### src/rtl/rps_pkg.sv
// Shared move/mode encodings, referee state type and BCD score helpers.
package rps_pkg;

   localparam logic [1:0] ROCK    = 2'b00;
   localparam logic [1:0] SCISSOR = 2'b01;
   localparam logic [1:0] PAPER   = 2'b10;
   localparam logic [1:0] INVALID = 2'b11;

   localparam logic [1:0] MODE_RANDOM    = 2'b00;
   localparam logic [1:0] MODE_MARKOV    = 2'b01;
   localparam logic [1:0] MODE_REINFORCE = 2'b10;
   localparam logic [1:0] MODE_RESERVED  = 2'b11;

   typedef enum logic [1:0] {
      StIdle,
      StWaitReady,
      StJudge,
      StShow
   } referee_state_e;

   // Two-digit BCD increment that sticks at 99.
   function automatic logic [7:0] bcd_sat_inc(input logic [7:0] score);
      logic [7:0] result;
      if (score == 8'h99) begin
         result = 8'h99;
      end else if (score[3:0] == 4'd9) begin
         result = {score[7:4] + 4'd1, 4'd0};
      end else begin
         result = {score[7:4], score[3:0] + 4'd1};
      end
      return result;
   endfunction

   // True when move a beats move b (both assumed valid).
   function automatic logic beats(input logic [1:0] a, input logic [1:0] b);
      return ((a == ROCK)    && (b == SCISSOR)) ||
             ((a == SCISSOR) && (b == PAPER))   ||
             ((a == PAPER)   && (b == ROCK));
   endfunction

endpackage

### src/rtl/key_debouncer.sv
// Synchronises and debounces the active-low start button; emits press/release pulses.
module key_debouncer
   import rps_pkg::*;
#(
   parameter int unsigned DEBOUNCE_CYCLES = 1000000
) (
   input  logic clock,
   input  logic reset,
   input  logic start_n,
   output logic key_press,
   output logic key_release,
   output logic key_up
);

   localparam int unsigned CNT_W = (DEBOUNCE_CYCLES > 1) ? $clog2(DEBOUNCE_CYCLES) : 1;
   localparam logic [CNT_W-1:0] CNT_MAX = CNT_W'(DEBOUNCE_CYCLES - 1);

   logic             sync_a;
   logic             sync_b;
   logic             sync_prev;
   logic [CNT_W-1:0] stable_cnt;
   // Cleared by reset so a button held through reset must be released before it can press.
   logic             armed;

   // Synchroniser, stability counter and debounced level with edge pulses.
   always_ff @(posedge clock) begin
      if (reset) begin
         sync_a      <= 1'b1;
         sync_b      <= 1'b1;
         sync_prev   <= 1'b1;
         stable_cnt  <= '0;
         key_up      <= 1'b1;
         armed       <= 1'b0;
         key_press   <= 1'b0;
         key_release <= 1'b0;
      end else begin
         sync_a      <= start_n;
         sync_b      <= sync_a;
         sync_prev   <= sync_b;
         key_press   <= 1'b0;
         key_release <= 1'b0;
         if (sync_b != sync_prev) begin
            stable_cnt <= '0;
         end else if (stable_cnt != CNT_MAX) begin
            stable_cnt <= stable_cnt + 1'b1;
         end else begin
            if (sync_b != key_up) begin
               key_up      <= sync_b;
               key_press   <= armed & ~sync_b;
               key_release <= sync_b;
            end
            if (sync_b) begin
               armed <= 1'b1;
            end
         end
      end
   end

endmodule

### src/rtl/round_referee.sv
// Rock-paper-scissors round referee: latches moves on a press, judges, keeps BCD scores.
module round_referee
   import rps_pkg::*;
#(
   parameter int unsigned DEBOUNCE_CYCLES = 1000000,
   parameter int unsigned TIMEOUT_CYCLES  = 50000000
) (
   input  logic       clock,
   input  logic       reset,
   input  logic       start_n,
   input  logic [1:0] user_choice,
   input  logic [1:0] com_choice,
   input  logic       com_ready,
   input  logic [1:0] mode,
   output logic [1:0] com_loaded,
   output logic [1:0] user_loaded,
   output logic       uwin,
   output logic       cwin,
   output logic       equ,
   output logic [7:0] user_score,
   output logic [7:0] com_score,
   output logic       round_done,
   output logic       err,
   output logic       busy
);

   localparam int unsigned TMO_W = (TIMEOUT_CYCLES > 1) ? $clog2(TIMEOUT_CYCLES) : 1;
   localparam logic [TMO_W-1:0] TMO_MAX = TMO_W'(TIMEOUT_CYCLES - 1);

   referee_state_e   state;
   logic [TMO_W-1:0] wait_cnt;
   logic [1:0]       user_latch;
   logic [1:0]       com_latch;
   logic [1:0]       com_judged;
   logic             key_press;
   logic             key_release;
   logic             key_up;

   key_debouncer #(
      .DEBOUNCE_CYCLES(DEBOUNCE_CYCLES)
   ) u_key_debouncer (
      .clock      (clock),
      .reset      (reset),
      .start_n    (start_n),
      .key_press  (key_press),
      .key_release(key_release),
      .key_up     (key_up)
   );

   // An invalid computer move is scored as rock.
   assign com_judged = (com_latch == INVALID) ? ROCK : com_latch;
   assign busy       = (state != StIdle);

   // Round FSM with registered flags, scores and pulses.
   always_ff @(posedge clock) begin
      if (reset) begin
         state       <= StIdle;
         wait_cnt    <= '0;
         user_latch  <= ROCK;
         com_latch   <= ROCK;
         user_loaded <= ROCK;
         com_loaded  <= ROCK;
         uwin        <= 1'b0;
         cwin        <= 1'b0;
         equ         <= 1'b0;
         user_score  <= 8'h00;
         com_score   <= 8'h00;
         round_done  <= 1'b0;
         err         <= 1'b0;
      end else begin
         round_done <= 1'b0;
         err        <= 1'b0;
         case (state)
            StIdle: begin
               if (key_press) begin
                  user_latch <= user_choice;
                  if (user_choice == INVALID) begin
                     err <= 1'b1;
                  end else if ((mode == MODE_REINFORCE) && !com_ready) begin
                     wait_cnt <= '0;
                     state    <= StWaitReady;
                  end else begin
                     com_latch <= com_choice;
                     state     <= StJudge;
                  end
               end
            end
            StWaitReady: begin
               if (com_ready) begin
                  com_latch <= com_choice;
                  state     <= StJudge;
               end else if (wait_cnt == TMO_MAX) begin
                  err   <= 1'b1;
                  state <= StIdle;
               end else begin
                  wait_cnt <= wait_cnt + 1'b1;
               end
            end
            StJudge: begin
               // Visible outputs change only here, so they always describe a judged round.
               user_loaded <= user_latch;
               com_loaded  <= com_latch;
               equ         <= (user_latch == com_judged);
               uwin        <= beats(user_latch, com_judged);
               cwin        <= (user_latch != com_judged) && !beats(user_latch, com_judged);
               if (beats(user_latch, com_judged)) begin
                  user_score <= bcd_sat_inc(user_score);
               end else if (user_latch != com_judged) begin
                  com_score <= bcd_sat_inc(com_score);
               end
               round_done <= 1'b1;
               state      <= StShow;
            end
            StShow: begin
               // Level check also catches a release that landed while still waiting.
               if (key_release || key_up) begin
                  state <= StIdle;
               end
            end
            default: state <= StIdle;
         endcase
      end
   end

endmodule

### config.mk
export PLATFORM = sky130hd
export DESIGN_NAME = round_referee
export DESIGN_NICKNAME = d
export VERILOG_FILES = /design/src/rtl/rps_pkg.sv /design/src/rtl/key_debouncer.sv /design/src/rtl/round_referee.sv
export SDC_FILE = /design/constraint.sdc
export NUM_CORES = 1
export LEC_CHECK = 0
export BUFFER_PORTS_ARGS = -buffer_cell sky130_fd_sc_hd__buf_2
export CORE_ASPECT_RATIO = 1.1
export CORE_MARGIN = 10
export CORE_UTILIZATION = 64
export CTS_CLUSTER_SIZE = 16
export DETAILED_ROUTE_END_ITERATION = 7
export PLACE_DENSITY_LB_ADDON = 0.1
export SLEW_MARGIN = 20
export SYNTH_ARGS = -nofsm -noshare
export SYNTH_HDL_FRONTEND = slang
export SYNTH_SLANG_ARGS = --single-unit
### constraint.sdc
create_clock -name clock -period 6.7 [get_ports clock]
set_input_delay 1.34 -clock clock [delete_from_list [all_inputs] [get_ports clock]]
set_output_delay 1.34 -clock clock [all_outputs]
set_load 0.05 [all_outputs]
==> run_results.csv <==
group,metric,value,unit
die,die_h,105,microns
finish,num_antenna_cells,0,
logic_synthesis,synth-main-ff-cell,"dfxtp_1",
clocking,cts_root_buf,"clkbuf_8",
sta,setup_ws,3.69,ns
logic_synthesis,async_flop_share,0,%
pwr,ir_drop,0.000145,V
pwr,fin_total_pwr,0.899,mW
finish,fill_cells,532,
routing,wl_met3,469,microns
die,core_area,6520,sq um
routing,wl_met1,4130,microns
worst_hold_path,min_to,"u_key_debouncer.sync_b$_SDFF_PP1_",
worst_setup_path,start_kind,"input port",
sta,rsz0062_at_grt,"no",
sta,fmax,332,MHz
clocking,cts_resized,0,
place,placedCellCount,611,
clocking,cts.sinks,84,
clocking,cts_tree,"yes",
die,rows,31,
place,numPortBuffers,35,
worst_setup_path,cp.arrival,3.26,ns
clocking,clk_latency,0.36,ns
finish,final_cell_mix,"dfxtp_1, nand2_1, a21oi_1, nor2_1, buf_2",
grt,gr-usage-all-layers,17.6,%
worst_setup_path,end_kind,"flip-flop",
finish,nNetsFinal,560,
finish,area_growth,8.74,%
logic_synthesis,syn_area_per_cell,8.22,sq um
sta,timing.setup.tns,0,ns
place,dpl-instance-area,4400,sq um
worst_hold_path,hp-start,"u_key_debouncer.sync_a$_SDFF_PP1_",
routing,vias,3835,
run_status,status,"complete, no violations",
run,drv_cap,0,
die,pin_count,36,
routing,wire_per_inst,14.9,microns
logic_synthesis,synth-edff-count,0,
grt,grt_max_degree,43,
pwr,p_per_area,195,nW/um^2
place,dp_slack,3.29,ns
sta,slew-limit-headroom,39.1,%
worst_setup_path,r2r_cells,6,
routing,initialDrtViolationCount,260,
worst_setup_path,crit_fanout,42,
logic_synthesis,netlist_instances,515,
finish,fin_area,4610,sq um
clocking,htreeDepth,3,
clocking,ctsLongestPathBuffers,2,
worst_setup_path,r2r-start,"wait_cnt[0]$_SDFFE_PP0P_",
worst_setup_path,r2r_slack,3.94,ns
place,gp_congestion,0.920,
sta,hold_viol_final,0,
routing,route.met2.wl,4580,microns
finish,layout.cells.most_common,"dfxtp_1",
sta,fin_worst_skew,0.0126,ns
clocking,cts.clk_slew.worst_paths,0.08,ns
routing,first_pass_iters,6,
logic_synthesis,ys_warn_count,0,
routing,antenna_left,0,
clocking,post-cts-setup-buffer-count,0,
logic_synthesis,synth_area,4240,sq um
sta,tightest_slew,0.910,ns
worst_setup_path,crit_required,6.95,ns
worst_setup_path,criticalPathCategory,"input port to flip-flop",
routing,drc_errors,0,
logic_synthesis,yosysUniqueCellTypes,65,
logic_synthesis,synth_seq_area_share,39.7,%
sta,fin_crit_sh,44.9,%
finish,stdcell_count,627,
sta,final-setup-viol-count,0,
grt,grt_pass1_vias,3533,
routing,routed_wl,9370,microns
grt,overflow,0,
routing,routed.top_layer,"met4",
grt,antenna_found_initial,0,
routing,vias_per_cell,6.12,
die,dieArea,10300,sq um
worst_hold_path,worstHoldPathType,"flip-flop to flip-flop",
worst_hold_path,hold_depth,1,
logic_synthesis,ys_ff_latch,84,
pwr,cellLeakagePower,1.60,nW
clocking,cts_hold_buf,0,
grt,grt_pass1_wl,15800,microns
clocking,numCtsBuffers,9,
finish,drive_above_1_share,12.7,%
logic_synthesis,syn-num-nets,535,
die,start_util,65.0,%
die,dieWidth,97.6,microns
sta,finalMaxSlewViolations,0,
worst_setup_path,r2r_end,"wait_cnt[12]$_SDFFE_PP0P_",
sta,period_minus_slack,3.01,ns
place,post-dp-hpwl,6620,microns
-- report_power, final --
group	internal (mW)	total (mW)	leakage, nW	switching [mW]
Sequential	0.501	0.503	0.677	0.00190
Combinational	0.00549	0.0190	0.826	0.0135
Clock	0.186	0.377	0.101	0.192
-- synth_stat cells, types with 6 or more instances --
master / instances / area [sq um]
a21oi_1: 42 / 210
xor2_1: 8 / 70.1
nand3_1: 29 / 145
nor2_1: 41 / 154
nor4_1: 12 / 75.1
dfxtp_1: 84 / 1680
mux2i_1: 7 / 70.1
ha_1: 10 / 125
nand2_1: 43 / 161
a31oi_1: 13 / 81.3
and4_1: 6 / 52.6
and3_1: 12 / 75.1
xnor2_1: 9 / 78.8
o21ai_1: 6 / 30.0
or3_1: 11 / 68.8
clkbuf_1: 13 / 48.8
a211oi_1: 7 / 52.6
nor3_1: 12 / 60.1
inv_1: 30 / 113
o21ai_0: 26 / 130
nand4_1: 17 / 106
-- how the worst max path moves through the flow --
stage,slack [ns],depth (start not counted),from,end
6_report,3.69,5,reset,u_key_debouncer.stable_cnt[17]$_SDFFE_PP0P_
5_1_grt,3.41,5,reset,u_key_debouncer.stable_cnt[17]$_SDFFE_PP0P_
4_1_cts,3.68,5,reset,u_key_debouncer.stable_cnt[17]$_SDFFE_PP0P_
3_5_place_dp,3.29,5,reset,u_key_debouncer.stable_cnt[17]$_SDFFE_PP0P_
3_3_place_gp,3.34,5,reset,u_key_debouncer.stable_cnt[17]$_SDFFE_PP0P_
2_1_floorplan,3.83,5,user_choice[1],wait_cnt[11]$_SDFFE_PP0P_
-- critical path, stage by stage --
cell,delay (ns)
buf_2,0.55
inv_1,0.42
nand2_1,0.58
a21oi_1,0.07
mux2_2,0.28
-- registers in the layout, indices dropped and copies added (netlist names), 2 cells and up --
signal                      flops
state                           2
u_key_debouncer.stable_cnt     20
user_latch                      2
com_latch                       2
user_loaded                     2
user_score                      8
wait_cnt                       26
com_loaded                      2
com_score                       8
-- stage by stage --
stage	utilization [%]	hold slack, ns
3_3_place_gp	67.5	0.391
4_1_cts	70.7	0.413
3_5_place_dp	67.5	0.394
6_report	70.7	0.411
5_1_grt	70.7	0.439
2_1_floorplan	-	0.389
-- area by class of cell --
| class | count | area [sq um] | area share (%) |
|---|---|---|---|
| clock buffer | 10 | 138 | 2.99 |
| clock inverter | 6 | 70.1 | 1.52 |
| inverter | 30 | 113 | 2.44 |
| multi-input combinational | 379 | 2320 | 50.3 |
| sequential | 84 | 1680 | 36.5 |
| tap | 82 | 103 | 2.23 |
| timing repair buffer | 36 | 183 | 3.97 |
-- per-layer routing --
| layer | GRT usage (%) | vias to the layer above |
|---|---|---|
| met5 | 0 | - |
| met4 | 8.11 | 0 |
| met3 | 4.31 | 23 |
| met2 | 29.2 | 92 |
| met1 | 21.0 | 1776 |
| li1 | - | 1944 |
-- cell families (layout without fill, tap and decap cells) --
family	Yosys count	in the layout	synth area share, %
flip-flops	84	84	39.7
buffers and inverters	52	82	5.55
AO/OA/AOI/OAI	127	127	18.6
XOR/XNOR	17	17	3.52
multiplexers	8	8	1.92
adder cells (fa/ha/maj)	10	10	2.95
AND/OR/NAND/NOR	217	217	27.7
Note: power is estimated with default switching activity, not from simulation.
